<file path="config.mk">
export PLATFORM = sky130hd
export DESIGN_NAME = serial_adder
export DESIGN_NICKNAME = d
export VERILOG_FILES = /design/src/rtl/arith_pkg.sv /design/src/rtl/full_adder.sv /design/src/rtl/serial_adder.sv
export SDC_FILE = /design/constraint.sdc
export NUM_CORES = 1
export LEC_CHECK = 0
export CORE_ASPECT_RATIO = 0.9
export CORE_MARGIN = 3
export CORE_UTILIZATION = 43
export CTS_CLUSTER_SIZE = 28
export DETAILED_ROUTE_END_ITERATION = 16
export HOLD_SLACK_MARGIN = 0.05
export PLACE_DENSITY = 0.71
export SYNTH_ARGS = -nofsm -noshare
export SYNTH_HDL_FRONTEND = slang
export SYNTH_SLANG_ARGS = --single-unit
</file>
<file path="constraint.sdc">
create_clock -name clk -period 1.3 [get_ports clk]
set_input_delay 0.195 -clock clk [delete_from_list [all_inputs] [get_ports clk]]
set_output_delay 0.195 -clock clk [all_outputs]
set_load 0.02 [all_outputs]
</file>
<file path="src/rtl/arith_pkg.sv">
// arith_pkg: shared FSM state encoding and clog2 helper for the serial arithmetic blocks
package arith_pkg;
    typedef enum logic [1:0] {IDLE = 2'd0, RUN = 2'd1, DONE = 2'd2} state_t;
    function automatic int clog2(input int n);
        int r;
        r = 0;
        for (int v = n - 1; v > 0; v = v >> 1) r++;
        return r;
    endfunction
endpackage

</file>
<file path="src/rtl/full_adder.sv">
// full_adder: combinational one-bit adder cell (a, b, cin -> sum, cout)
module full_adder (
    input  logic a,
    input  logic b,
    input  logic cin,
    output logic sum,
    output logic cout
);
    assign sum  = a ^ b ^ cin;
    assign cout = (a & b) | (cin & (a ^ b));
endmodule

</file>
<file path="src/rtl/serial_adder.sv">
// serial_adder: LSB-first bit-serial adder; start/a/b in, busy/done/sum/carry_out out
module serial_adder
    import arith_pkg::*;
#(
    parameter int WIDTH = 8
) (
    input  logic             clk,
    input  logic             rst,
    input  logic             start,
    input  logic [WIDTH-1:0] a,
    input  logic [WIDTH-1:0] b,
    output logic             busy,
    output logic             done,
    output logic [WIDTH-1:0] sum,
    output logic             carry_out
);
    localparam int CW = clog2(WIDTH);
    state_t           state;
    logic [WIDTH-1:0] sha, shb;
    logic [WIDTH-2:0] res;
    logic [WIDTH-1:0] res_n;
    logic [CW-1:0]    cnt;
    logic             cy, s, co;
    full_adder fa (.a(sha[0]), .b(shb[0]), .cin(cy), .sum(s), .cout(co));
    assign res_n = {s, res};
    always_ff @(posedge clk) begin
        if (rst) begin
            state     <= IDLE;
            sha       <= '0;
            shb       <= '0;
            res       <= '0;
            cnt       <= '0;
            cy        <= 1'b0;
            busy      <= 1'b0;
            done      <= 1'b0;
            sum       <= '0;
            carry_out <= 1'b0;
        end else begin
            done <= 1'b0;
            case (state)
                RUN: begin
                    sha <= sha >> 1;
                    shb <= shb >> 1;
                    res <= res_n[WIDTH-1:1];
                    cy  <= co;
                    cnt <= cnt + 1'b1;
                    if (cnt == CW'(WIDTH - 1)) begin
                        state     <= DONE;
                        busy      <= 1'b0;
                        done      <= 1'b1;
                        sum       <= res_n;
                        carry_out <= co;
                    end
                end
                default: begin
                    if (start) begin
                        state <= RUN;
                        busy  <= 1'b1;
                        sha   <= a;
                        shb   <= b;
                        cy    <= 1'b0;
                        cnt   <= '0;
                    end else begin
                        state <= IDLE;
                        busy  <= 1'b0;
                    end
                end
            endcase
        end
    end
endmodule

</file>
* Word-level counts from Yosys, hierarchy flattened
Index checks and enable logic that the tools add are counted.
** Cells by class
- Bitwise logic cells :: 6
- Mux-type cells :: 15
- Reduce and logical (&&, ||, !) cells :: 4
- Equal/unequal tests :: 3
- Add/sub/neg operators :: 1
** Operators by type and width (count)
- two-way mux 7 bit :: 4
- two-way mux 1 bit :: 7
- two-way mux 3 bit :: 2
- two-way mux 2 bit :: 2
- OR reduction 2 bit :: 2
- adder 3 x 1 -> 3 bit (second input constant) :: 1
- == test 3 bit (second input constant) :: 1
- AND 1 bit :: 2
- == test 2 x 1 -> 1 bit (second input constant) :: 1
- != test 2 bit (second input constant) :: 1
- AND reduction 2 bit :: 1
- nonzero test 2 bit :: 1
- bitwise XOR 1 bit :: 2
- NOT 1 bit :: 1
- bitwise OR 1 bit :: 1
** Word-level totals
- Bits in registers :: 40
- Bits of input ports :: 19
- Output and inout port bits :: 11
- Word-level logic and storage cells :: 41

* Depth between registers and ports, before layout
- Depth after elaboration :: 4
- Mapped depth :: 6

* Modules after synthesis
A second synthesis with hierarchy kept.
** Unflattened totals
- Cells, all modules :: 169
- Area, all modules :: 1619.1 sq um
** By module, submodules not included
- serial_adder :: times used 1, seq. area each 780.7 sq um, area an instance 1599.0 sq um, cells an instance 168
- full_adder :: times used 1, seq. area each 0.0 sq um, area an instance 20.0 sq um, cells an instance 1

* Worst setup path after synthesis
No wires, ideal clock.
- Kind :: reg-to-reg
- Start point :: reg cnt[0]
- End point :: reg carry_out
- Required time :: 1158 ps
- Arrival time :: 1079 ps
- Stages on the path, launching flop included :: 7
- Path slack :: 78 ps
- Period minus slack after synthesis :: 1222 ps
- Cells stage by stage :: dfxtp_1 > ha_1 > ha_1 > and3b_1 > buf_4 > nand2_1 > a21oi_1
** On the way
- Cells in the longest elaborated chain, start to end :: 2
** Ends and longest elaborated chain
- start: declaration :: RTL line serial_adder.sv:22 : logic [CW-1:0] cnt;
- start signal: assignment :: RTL line serial_adder.sv:46 : cnt <= cnt + 1'b1;
- == test 3 bit :: RTL line serial_adder.sv:47 : if (cnt == CW'(WIDTH - 1)) begin
- AND reduction 2 bit (no source line)
- end signal: assignment :: RTL line serial_adder.sv:52 : carry_out <= co;
- end: declaration :: RTL line serial_adder.sv:15 : output logic carry_out
Every way passes these cells.
A chain may end at the register's enable or synchronous reset.

* Final worst setup path
- Start point :: reg cnt[0]
- End point :: reg sum[3]
** On the way
- Cells in the longest elaborated chain, start to end :: 2
** Ends and longest elaborated chain
- == test 3 bit :: RTL line serial_adder.sv:47
- AND reduction 2 bit (no source line)
- end signal: assignment :: RTL line serial_adder.sv:51 : sum <= res_n;
- end: declaration :: RTL line serial_adder.sv:14 : output logic [WIDTH-1:0] sum,
Every way passes these cells.

==> summary.md <==
| Metric | Value |
|---|---|
| Sequential Area | `around 780 µm²` |
| Total die area | `around 4600 µm²` |
| Max Slew Vio Count | `0` |
| Dpl hpwl | `around 2000 µm` |
| CP required | `1.48 ns` |
| Initial antenna violation count | `0` |
| Placed cells | `238` |
| # hold bufs at CTS | `0` |
| Crit path DAT | `around 1.4 ns` |
| # Max-Cap Violations | `0` |
| Async SR Flop Fraction | `0%` |
| Most frequent cells in the layout | `dfxtp_1, nand2_1, clkdlybuf4s50_1` |
| Clk slew on worst S/H paths | `0.07 ns` |
| Post-Layout Inst Area | `roughly 2200 µm²` |
| Synth unique cells | `20` |
| CP Max Fanout | `5` |
| Crit path buf inv count | `1` |
| CP max-delay cell | `dfxtp_2` |
| Area after DPL | `~2000 µm²` |
| Pwr/cell area | `approximately 1200 nW/µm²` |
| Slew @ Worst Pin | `0.309 ns` |
| Root Buffer | `clkbuf_8` |
| Setup WS post-layout | `0.0708 ns` |
| Slew HR | `about four fifths` |
| First-pass GRT wire length | `5290 µm` |
| Syn Area/Cell | `9.68 µm²` |
| Sequence of cells on the critical path | `ha_4, ha_4, and3b_1, buf_4, nand2_1, a21oi_2` |
| Hold Fails Final Rpt | `0` |
| Run status | `complete, no violations` |
| Synth Instances | `around 170` |
| Final ANT Viol Nets | `0` |
| Vias in the first global route | `about 1200` |
| Initial Util | `46.7%` |
| Fin crit period | `roughly 1.2 ns` |
| Synthesized net count | `191` |
| Place WS | `-0.0891 ns` |
| Overall Global Routing Usage | `about 14%` |
| Netlist Area Pre-Place | `between 1500 and 2000 µm²` |
| Area growth from synthesis to layout | `31.9%` |
| Area occupied by multi-input gates | `about 800 µm²` |
| Max IR drop VDD | `between 0.9 and 1 mV` |
| Num CTS Buffers | `5` |
| CP Launch Type | `flop` |
| Crit Path Category | `reg -> reg` |
| Post-CTS Setup Bufs | `0` |
| Total Power | `about 2.6 mW` |
| Top Ports | `30` |
| Row count | `20` |
| H-tree level count | `2` |
| Final-report setup violation count | `0` |
| Seq cells post-synth | `39` |
| Layout cells sized above 1 | `around 22%` |
| Net count, final | `224` |
| Number of fill cells | `297` |
| Die X-Extent | `between 70 and 80 µm` |
| Longest Clk Path Bufs | `2` |
| Antenna fix cells | `0` |
| Final core occ | `61.6%` |
| Crit path max-delay family | `flip-flops` |
| Synth Warn # | `0` |
| Via Count | `between 1000 and 1500` |
| I/O Buffers | `29` |
| Commonest non-fill, non-tap cell in the layout | `dfxtp_1` |
| Placer Congestion | `around 0.76` |
| Main flop type after synthesis | `dfxtp_1` |
| Final worst-path cycle share | `94.6%` |
| LEAKAGE | `0.854 nW` |
| Largest net degree at the start of global routing | `40` |
| CP Capture Type | `flop` |
| CTS tree | `built` |
| RSZ-0062 raised after global routing | `false` |
| Routed WL | `3140 µm` |
| Slowest stage delay, CP | `0.34 ns` |
| DRC | `0` |
| GRT overflow | `0` |
| EDFF count, synth | `0` |
| Iter 0 DRT Violations | `between 50 and 60` |
| TritonRoute pass-1 iters | `4` |
| Sequential-to-total area share from yosys stat | `~48%` |
| CTS Sinks | `39` |
| Worst skew pair latency | `about 0.28 ns` |
| DR vias/cell | `roughly 5` |
| Max Freq | `between 800 and 900 MHz` |
| Cell repeated most along the worst path | `ha_4` |
| Fin cells | `247` |
| Core area | `roughly 3500 µm²` |
| Final Skew | `0.00493 ns` |
| Height of the die | `approximately 65 µm` |
| DR WL/cell | `between 10 and 15 µm` |
| Hold crit path type | `reg -> reg` |
[sequential cells by signal (all words and copies together), names as in the netlist]
signal	cells
carry_out	1
cnt	3
cy	1
done	1
res	7
sha	8
shb	8
state	2
sum	8
[tightest hold or removal path, delay by kind of cell, from the launching register on]
family,cells,cell delay (ns)
flops,1,0.31
simple gates,1,0.05
compound gates,1,0.05
[logic make-up after synthesis]
logic type,synth area share [%]
flops,47.7
compound gates,16.8
fa+ha+maj,2.75
simple gates,17.2
mux,9.79
buf+inv,5.66
[cell usage after synthesis, types with 2 or more instances]
cell type	count	area share, %
nor2_1	17	3.9
mux2i_1	16	9.8
clkbuf_1	2	0.46
buf_2	5	1.5
nand2_1	35	8.0
buf_6	4	2.8
dfxtp_1	39	48
a21oi_1	20	6.1
a211oi_2	13	9.9
buf_4	2	0.92
ha_1	2	1.5
nor3_1	2	0.61
nand3b_1	5	2.3
[metrics by stage]
step                      TNS [ns]  hold slack [ns]
after floorplan                  0            0.390
after global placement      -0.525            0.444
after detailed placement    -0.865            0.446
after CTS                        0            0.454
after global routing             0            0.487
final                            0            0.456
[routing by layer]
metal  wire length (µm)  vias to the layer above  global-route usage [%]  part of all wire, %
li1                   -                      640                       -                    -
met2               1620                       20                    25.0                   52
met3                135                        2                    3.88                  4.3
met1               1370                      576                    16.4                   44
met5                  0                        -                       0                    0
met4                 17                        0                    4.23                 0.54
[worst paths after layout]
check,from,to,slack [ns],cells after the start
max,cnt[0],sum[3],0.07,6
min,sum[1],sum[1],0.46,2
max reg2reg,cnt[0],sum[3],0.07,6
min reg2reg,sum[1],sum[1],0.46,2
[what timing repair did]
item                                    in CTS  in global routing
pin swaps                                    0                  5
hold endpoints to repair                     0                  0
resized for setup                           11                 17
endpoints found under the setup margin      11                 22
cloned                                       0                  1
[power breakdown]
part           switching (mW)  internal, mW  leakage, nW
clock                   0.397         0.621       0.0612
sequential             0.0281          1.24        0.319
combinational           0.143         0.147        0.474
total                   0.569          2.01        0.854
[cell type report]
class,count,area share [%]
clock buffer,6,3.83
clock inverter,2,1.62
multi-input combinational,118,38.2
sequential,39,36.3
tap,44,2.55
timing repair buffer,38,17.5
Note: power is estimated with default switching activity, not from simulation.
